## config.mk

```make
export PLATFORM = sky130hd
export DESIGN_NAME = pixel_channel_serializer
export DESIGN_NICKNAME = d
export VERILOG_FILES = /design/src/rtl/pixel_channel_serializer.sv
export SDC_FILE = /design/constraint.sdc
export NUM_CORES = 1
export LEC_CHECK = 0
export CAP_MARGIN = 30
export CORE_MARGIN = 5
export CORE_UTILIZATION = 55
export DETAILED_ROUTE_END_ITERATION = 8
export HOLD_SLACK_MARGIN = 0.05
export PLACE_DENSITY = 0.92
export SLEW_MARGIN = 20
export SYNTH_ARGS = -nofsm -noshare
export SYNTH_HDL_FRONTEND = slang
export SYNTH_SLANG_ARGS = --single-unit
```

## constraint.sdc

```tcl
create_clock -name clk -period 2.7 [get_ports clk]
set_input_delay 0.675 -clock clk [delete_from_list [all_inputs] [get_ports clk]]
set_output_delay 0.675 -clock clk [all_outputs]
set_load 0.03 [all_outputs]
```

## src/rtl/pixel_channel_serializer.sv

```systemverilog
// Buffers one packed pixel and streams its enabled channels one beat per cycle,
// forward or reverse, with valid/ready handshakes on both sides.
//
// state | meaning
// IDLE  | no pixel buffered, out_valid low
// SEND  | pixel buffered, out_valid high, current beat on out_*
module pixel_channel_serializer #(
    parameter int WIDTH  = 8,
    parameter int NUM_CH = 3,
    parameter int IDX_W  = 2,
    parameter int CNT_W  = 16
) (
    input  logic                    clk,
    input  logic                    reset,
    input  logic                    in_valid,
    output logic                    in_ready,
    input  logic [NUM_CH*WIDTH-1:0] in_data,
    input  logic                    in_rev,
    input  logic [NUM_CH-1:0]       in_ch_en,
    output logic                    out_valid,
    input  logic                    out_ready,
    output logic [WIDTH-1:0]        out_data,
    output logic [IDX_W-1:0]        out_ch,
    output logic                    out_first,
    output logic                    out_last,
    output logic                    drop_pulse,
    output logic [CNT_W-1:0]        pix_count
);

    typedef enum logic {
        IDLE = 1'b0,
        SEND = 1'b1
    } state_t;

    state_t                    state_q, state_d;
    logic [NUM_CH*WIDTH-1:0]   buf_data_q, buf_data_d;
    logic [NUM_CH-1:0]         mask_q, mask_d;
    logic                      rev_q, rev_d;
    logic [WIDTH-1:0]          out_data_q, out_data_d;
    logic [IDX_W-1:0]          out_ch_q, out_ch_d;
    logic                      out_first_q, out_first_d;
    logic                      out_last_q, out_last_d;
    logic                      drop_q, drop_d;
    logic [CNT_W-1:0]          pix_count_q, pix_count_d;

    logic                      accept;
    logic                      advance;
    logic [IDX_W-1:0]          first_idx;
    logic [IDX_W-1:0]          next_idx;

    // Start of a pixel: lowest enabled channel, or highest when reversed.
    function automatic logic [IDX_W-1:0] first_enabled(
        input logic [NUM_CH-1:0] mask,
        input logic              rev
    );
        logic [IDX_W-1:0] res;
        res = '0;
        if (rev) begin
            for (int i = 0; i < NUM_CH; i++)
                if (mask[i]) res = IDX_W'(i);
        end else begin
            for (int i = NUM_CH - 1; i >= 0; i--)
                if (mask[i]) res = IDX_W'(i);
        end
        return res;
    endfunction

    function automatic logic [IDX_W-1:0] next_enabled(
        input logic [NUM_CH-1:0] mask,
        input logic              rev,
        input logic [IDX_W-1:0]  cur
    );
        logic [IDX_W-1:0] res;
        res = cur;
        if (rev) begin
            for (int i = 0; i < NUM_CH; i++)
                if (mask[i] && (i < int'(cur))) res = IDX_W'(i);
        end else begin
            for (int i = NUM_CH - 1; i >= 0; i--)
                if (mask[i] && (i > int'(cur))) res = IDX_W'(i);
        end
        return res;
    endfunction

    function automatic logic any_beyond(
        input logic [NUM_CH-1:0] mask,
        input logic              rev,
        input logic [IDX_W-1:0]  cur
    );
        logic res;
        res = 1'b0;
        for (int i = 0; i < NUM_CH; i++) begin
            if (mask[i] && (rev ? (i < int'(cur)) : (i > int'(cur))))
                res = 1'b1;
        end
        return res;
    endfunction

    // Mux by loop so an out-of-range index can never reach the data bus.
    function automatic logic [WIDTH-1:0] channel_data(
        input logic [NUM_CH*WIDTH-1:0] data,
        input logic [IDX_W-1:0]        idx
    );
        logic [WIDTH-1:0] res;
        res = '0;
        for (int i = 0; i < NUM_CH; i++)
            if (i == int'(idx)) res = data[i*WIDTH +: WIDTH];
        return res;
    endfunction

    assign out_valid  = (state_q == SEND);
    assign advance    = out_valid & out_ready;
    assign in_ready   = (state_q == IDLE) | (advance & out_last_q);
    assign accept     = in_valid & in_ready;
    assign first_idx  = first_enabled(in_ch_en, in_rev);
    assign next_idx   = next_enabled(mask_q, rev_q, out_ch_q);

    always_comb begin
        state_d     = state_q;
        buf_data_d  = buf_data_q;
        mask_d      = mask_q;
        rev_d       = rev_q;
        out_data_d  = out_data_q;
        out_ch_d    = out_ch_q;
        out_first_d = out_first_q;
        out_last_d  = out_last_q;
        drop_d      = 1'b0;
        pix_count_d = pix_count_q;

        if (advance) begin
            if (out_last_q) begin
                pix_count_d = pix_count_q + 1'b1;
                state_d     = IDLE;
                out_first_d = 1'b0;
                out_last_d  = 1'b0;
            end else begin
                out_ch_d    = next_idx;
                out_data_d  = channel_data(buf_data_q, next_idx);
                out_first_d = 1'b0;
                out_last_d  = ~any_beyond(mask_q, rev_q, next_idx);
            end
        end

        // Accept only happens in IDLE or on a completing last beat, so it
        // overrides whatever the advance branch chose.
        if (accept) begin
            buf_data_d = in_data;
            mask_d     = in_ch_en;
            rev_d      = in_rev;
            if (|in_ch_en) begin
                state_d     = SEND;
                out_ch_d    = first_idx;
                out_data_d  = channel_data(in_data, first_idx);
                out_first_d = 1'b1;
                out_last_d  = ~any_beyond(in_ch_en, in_rev, first_idx);
            end else begin
                state_d     = IDLE;
                drop_d      = 1'b1;
                out_first_d = 1'b0;
                out_last_d  = 1'b0;
            end
        end
    end

    always_ff @(posedge clk) begin
        if (reset) begin
            state_q     <= IDLE;
            buf_data_q  <= '0;
            mask_q      <= '0;
            rev_q       <= 1'b0;
            out_data_q  <= '0;
            out_ch_q    <= '0;
            out_first_q <= 1'b0;
            out_last_q  <= 1'b0;
            drop_q      <= 1'b0;
            pix_count_q <= '0;
        end else begin
            state_q     <= state_d;
            buf_data_q  <= buf_data_d;
            mask_q      <= mask_d;
            rev_q       <= rev_d;
            out_data_q  <= out_data_d;
            out_ch_q    <= out_ch_d;
            out_first_q <= out_first_d;
            out_last_q  <= out_last_d;
            drop_q      <= drop_d;
            pix_count_q <= pix_count_d;
        end
    end

    assign out_data   = out_data_q;
    assign out_ch     = out_ch_q;
    assign out_first  = out_first_q;
    assign out_last   = out_last_q;
    assign drop_pulse = drop_q;
    assign pix_count  = pix_count_q;

endmodule

```

### Word-level counts from Yosys, hierarchy flattened

Index checks and enable logic that the tools add are counted.

| word-level totals | value |
|---|---|
| flip-flop bits (word level) | 58 |
| input port bits | 32 |
| output and inout port bits | 31 |
| word-level logic and storage cells | 110 |

| cells by class | value |
|---|---|
| add/sub/neg operators | 1 |
| $lt $le $gt $ge | 15 |
| equal/unequal tests | 4 |
| mux-type cells | 53 |
| bitwise operators | 8 |
| reduce and logical (&&, ||, !) cells | 19 |

Operator list:

| cell | number |
|---|---|
| 8-bit 2-to-1 mux | 10 |
| 2-bit 2-to-1 mux | 15 |
| 1-bit 2-to-1 mux | 28 |
| 16-bit by 1-bit adder with 16-bit output (second input constant) | 1 |
| 1-bit by 2-bit less-than comparator with 1-bit output (first input constant) | 6 |
| 1-bit logical AND | 11 |
| 2-bit equality test (first input constant) | 4 |
| 1-bit by 2-bit greater-than comparator with 1-bit output (first input constant) | 3 |
| 2-bit greater-than comparator (first input constant) | 3 |
| 2-bit less-than comparator (first input constant) | 3 |
| 2-bit logical NOT | 2 |
| 1-bit NOT | 4 |
| 2-bit AND reduction | 2 |
| 2-bit nonzero test | 2 |
| 1-bit AND | 3 |
| 3-bit OR reduction | 1 |
| 2-bit OR reduction | 1 |
| 1-bit OR | 1 |

### Logic depth before layout (Yosys ltp)

| logic depth | value |
|---|---|
| depth in word-level cells | 18 |
| mapped depth | 8 |
| mapped depth without buffers | 5 |

### Least setup slack after synthesis

Ideal clock, no wire load.

| timing | value |
|---|---|
| path kind | reg-to-reg |
| start point | reg out_ch_q[1] (netlist: out_ch[1]) |
| end point | reg out_data_q[0] (netlist: out_data[0]) |
| library setup time | 0.112 ns |
| arrival time | 1.816 ns |
| required time | 2.588 ns |
| setup slack | 0.772 ns |
| stages on the path, launching flop included | 7 |
| buffers on the path | 1 |
| clock period less this slack | 1.928 ns |
| path through | dfxtp_1 > buf_2 > nor2_1 > a311oi_4 > nand3_1 > a21o_1 > a2111oi_1 |

| between the ends | value |
|---|---|
| longest elaborated chain between the ends | 14 |
| elaborated cells between the ends (all ways) | 26 |
| those cells by class | order compare: 5; eq/ne: 2; mux: 13; reduce/logical: 6 |

Ends and longest elaborated chain:

| element | line | source |
|---|---|---|
| start, declared | 40 | `logic [IDX_W-1:0] out_ch_q, out_ch_d;` |
| start signal, assigned | 183 | `out_ch_q <= out_ch_d;` |
| 1-bit by 2-bit less-than comparator with 1-bit output | 77 | `if (mask[i] && (i < int'(cur))) res = IDX_W'(i);` |
| 1-bit logical AND | 77 |  |
| 2-bit 2-to-1 mux (3 in a row) | 77 |  |
| 2-bit 2-to-1 mux * | 75 | `if (rev) begin` |
| 2-bit logical NOT | 107 | `if (i == int'(idx)) res = data[i*WIDTH +: WIDTH];` |
| 8-bit 2-to-1 mux (2 in a row) | 107 |  |
| 8-bit 2-to-1 mux * | 107 |  |
| 8-bit 2-to-1 mux * | 131 | `if (out_last_q) begin` |
| 8-bit 2-to-1 mux * | 130 | `if (advance) begin` |
| 8-bit 2-to-1 mux | 150 | `if (\|in_ch_en) begin` |
| 8-bit 2-to-1 mux * | 146 | `if (accept) begin` |
| end signal, assigned | 182 | `out_data_q <= out_data_d;` |
| end, declared | 39 | `logic [WIDTH-1:0] out_data_q, out_data_d;` |

Every way passes the cells marked *; elsewhere a longest branch is shown, timed or not.
A chain may end at the register's enable or synchronous reset.

### Final worst setup path

| timing | value |
|---|---|
| start point | in out_ready |
| end point | out in_ready |

| between the ends | value |
|---|---|
| longest elaborated chain between the ends | 3 |

Ends and longest elaborated chain:

| element | line | source |
|---|---|---|
| start, declared | 21 | `input logic out_ready,` |
| 1-bit AND | 112 | `assign advance = out_valid & out_ready;` |
| 1-bit AND | 113 | `assign in_ready = (state_q == IDLE) \| (advance & out_last_q);` |
| 1-bit OR | 113 |  |
| end, declared | 16 | `output logic in_ready,` |

Every way passes these cells.

==> impl_metrics.yaml <==
status:
  status: "completed"
power:
  powerDensity_nw_per_um2: 541
  p_leak_nw: 1.35
  ir_worst_vdd_v: 0.000354
floorplan:
  die_area_um2: 7200
  start_util_pct: 56.3
  std_cell_rows: 27
  die_w_um: 84.8
  core_area_um2: 5470
  io_pins: 63
  fp.dieH_um: 84.8
timing:
  rsz0062_at_grt: "false"
  finalCritPeriodShare_pct: 90.6
  setup_slack_ns: 0.255
  finClkSkew_ns: 0.00916
  setup_viol: 0
  worst_slew_pin_slew_ns: 0.779
  max_freq_mhz: 409
  min_period_ns: 2.44
  setup_tns_ns: 0
  slew_headroom_pct: 48.1
  maxSlewViolCount: 0
  finalHoldViolCount: 0
critical_path:
  rr_endpoint: "out_data[5]"
  cp_num_buf_inv: 3
  r2r_slack_ns: 0.33
  cp_data_required_time_ns: 2.03
  crit_fanout: 2
  reg2reg_depth: 5
  cp-start-kind: "input port"
  critPathSlowestCell: "clkdlybuf4s50_1"
  rr_startpoint: "out_ch[0]"
  cp-end-kind: "output port"
  slowest_delay_ns: 0.43
  crit_family: "buffers and inverters"
  cp_cell_sequence: "clkdlybuf4s50_1, a21boi_1, inv_1, dlygate4sd2_1"
  path_class: "in2out"
  worstPathArrival_ns: 1.77
clocking:
  cts_tree: "built"
  clk_pin_slew_ns: 0.06
  clock_latency_ns: 0.34
  cts_root_buf: "clkbuf_8"
  cts.path.max_buffers: 2
  cts_buffers: 9
  cts_hold_buf: 0
  cts.htree.levels: 3
  clock_sinks: 58
synthesis:
  synth_seq_cells: 58
  synth_area_um2: 3080
  yosysWarnings: 0
  netlist_instances: 394
  ys.flop_type: "dfxtp_1"
  synth-edff-count: 0
  synth.distinct_cells: 48
  avgSynthCellArea_um2: 7.82
  seq_area_frac_synth_pct: 37.7
  postSynthNetCount: 427
  synthArstFlopShare_pct: 0
placed_design:
  globalplace.congestion: 0.857
  dp_hpwl_um: 6040
  pre_cts_ws_ns: 0.0265
  io_buffers: 62
final_layout:
  syn_to_final_growth_pct: 27.6
  layout_commonest_cell: "nand2_1"
  antenna_cells: 0
  fin_nets: 486
  final_cell_mix: "75 x nand2_1, 60 x clkdlybuf4s50_1, 58 x dfxtp_1"
  drive_gt1_share_pct: 9.61
drt:
  vias_per_cell: 6.21
  drc: 0
  vias: 3292
  antenna_left: 0
  routed_wl_um: 9190
  drt-initial-drc-count: 445
  wl_per_cell_um: 17.3
  first_pass_iters: 6
min_path:
  holdCritPathClass: "reg2reg"
  holdPathStages: 2
  min_from: "buf_data_q[4]"
  hold_end: "buf_data_q[4]"
grt:
  grt-ovfl-total: 0
  grtUsageTotal_pct: 25.8
  grt_first_pass_wirelength_um: 14900
  antenna_found_initial: 0
  grt_pass1_vias: 3157
  grt_max_degree: 38
run:
  maxCapViolCount: 0
layout make-up:
type                       count  area, um2
tap                           72       90.1
timing repair buffer          78        747
fill                         427       1540
multi-input combinational    301       1750
clock buffer                  13        149
sequential                    58       1160
clock inverter                 3       15.0
inverter                       5       18.8
kinds of logic after synthesis:
group                      after synthesis  synth area share, %
and+or+nand+nor                        163                 25.2
AOI/OAI and AO/OA                      123                 27.0
DFF                                     58                 37.7
buffers and inverters                   35                 5.61
xor gates and xnor gates                12                 3.41
muxes                                    2                0.650
adders and majority gates                1                0.406
state kept, by name, summed over array words and instances, names as in the netlist:
register and cells:
buf_data_q 24, drop_pulse 1, mask_q 3, out_ch 2, out_data 8, out_first 1
out_last 1, out_valid 1, pix_count 16, rev_q 1
per-stage QoR:
stage | power [W] | hold WS, ns | area [um2] | util, % | cells
finish | 0.00213 | 0.453 | 3930 | 71.8 | 530
global route | 0.00221 | 0.477 | 3930 | 71.8 | 530
CTS | 0.00212 | 0.455 | 3930 | 71.8 | 530
detailed placement | 0.00144 | 0.447 | 3770 | 68.8 | 514
global placement | 0.00142 | 0.440 | 3770 | 68.8 | 514
floorplan | 0.00126 | 0.433 | 3080 | - | 394
what timing repair did:
item | 4_1_cts | 5_1_grt
gates resized for setup | 1 | 0
buffers inserted | 0 | 0
hold endpoints to repair | 0 | 0
setup endpoints to repair | 1 | 0
worst max path at each step:
stage	endpoint	slack (ns)	depth (start not counted)	start
after CTS	in_ready	0.25	4	out_ready
after detailed placement	in_ready	0.03	4	out_ready
after global placement	in_ready	0.04	4	out_ready
final	in_ready	0.26	4	out_ready
after floorplan	out_data[0]	0.77	6	out_ch[1]
after global routing	in_ready	0.19	4	out_ready
worst min-delay path, stage by stage, from the launching register on:
cell	delay, ns
dfxtp_1	0.31
nand2_1	0.05
a21oi_1	0.05
power by group:
| group | switching, W | leakage, nW | total (W) | internal, W |
|---|---|---|---|---|
| sequential | 0.0000428 | 0.475 | 0.000949 | 0.000906 |
| clock | 0.000340 | 0.0872 | 0.000694 | 0.000354 |
| combinational | 0.000287 | 0.787 | 0.000483 | 0.000195 |
synthesized netlist by cell type, types with 6 or more instances:
cell type   n  area [um2]
nand2_1    75         282
dfxtp_1    58        1160
a21oi_1    44         220
o21ai_0    23         115
nor2_1     22        82.6
clkbuf_1   19        71.3
a31oi_1    17         106
nor3_1     14        70.1
nand3_1    13        65.1
a211oi_1   11        82.6
nor2b_1     9        56.3
xnor2_1     9        78.8
a21o_1      8        60.1
nand3b_1    8        60.1
a2111oi_2   6        90.1
layer usage:
| metal | vias to the layer above | wire length [um] | track usage [%] |
|---|---|---|---|
| li1 | 1518 | - | - |
| met1 | 1540 | 3510 | 32.0 |
| met2 | 197 | 4640 | 43.6 |
| met3 | 37 | 788 | 4.37 |
| met4 | 0 | 248 | 11.9 |
| met5 | - | 0 | 0 |
(Power assumes the default switching activity.)
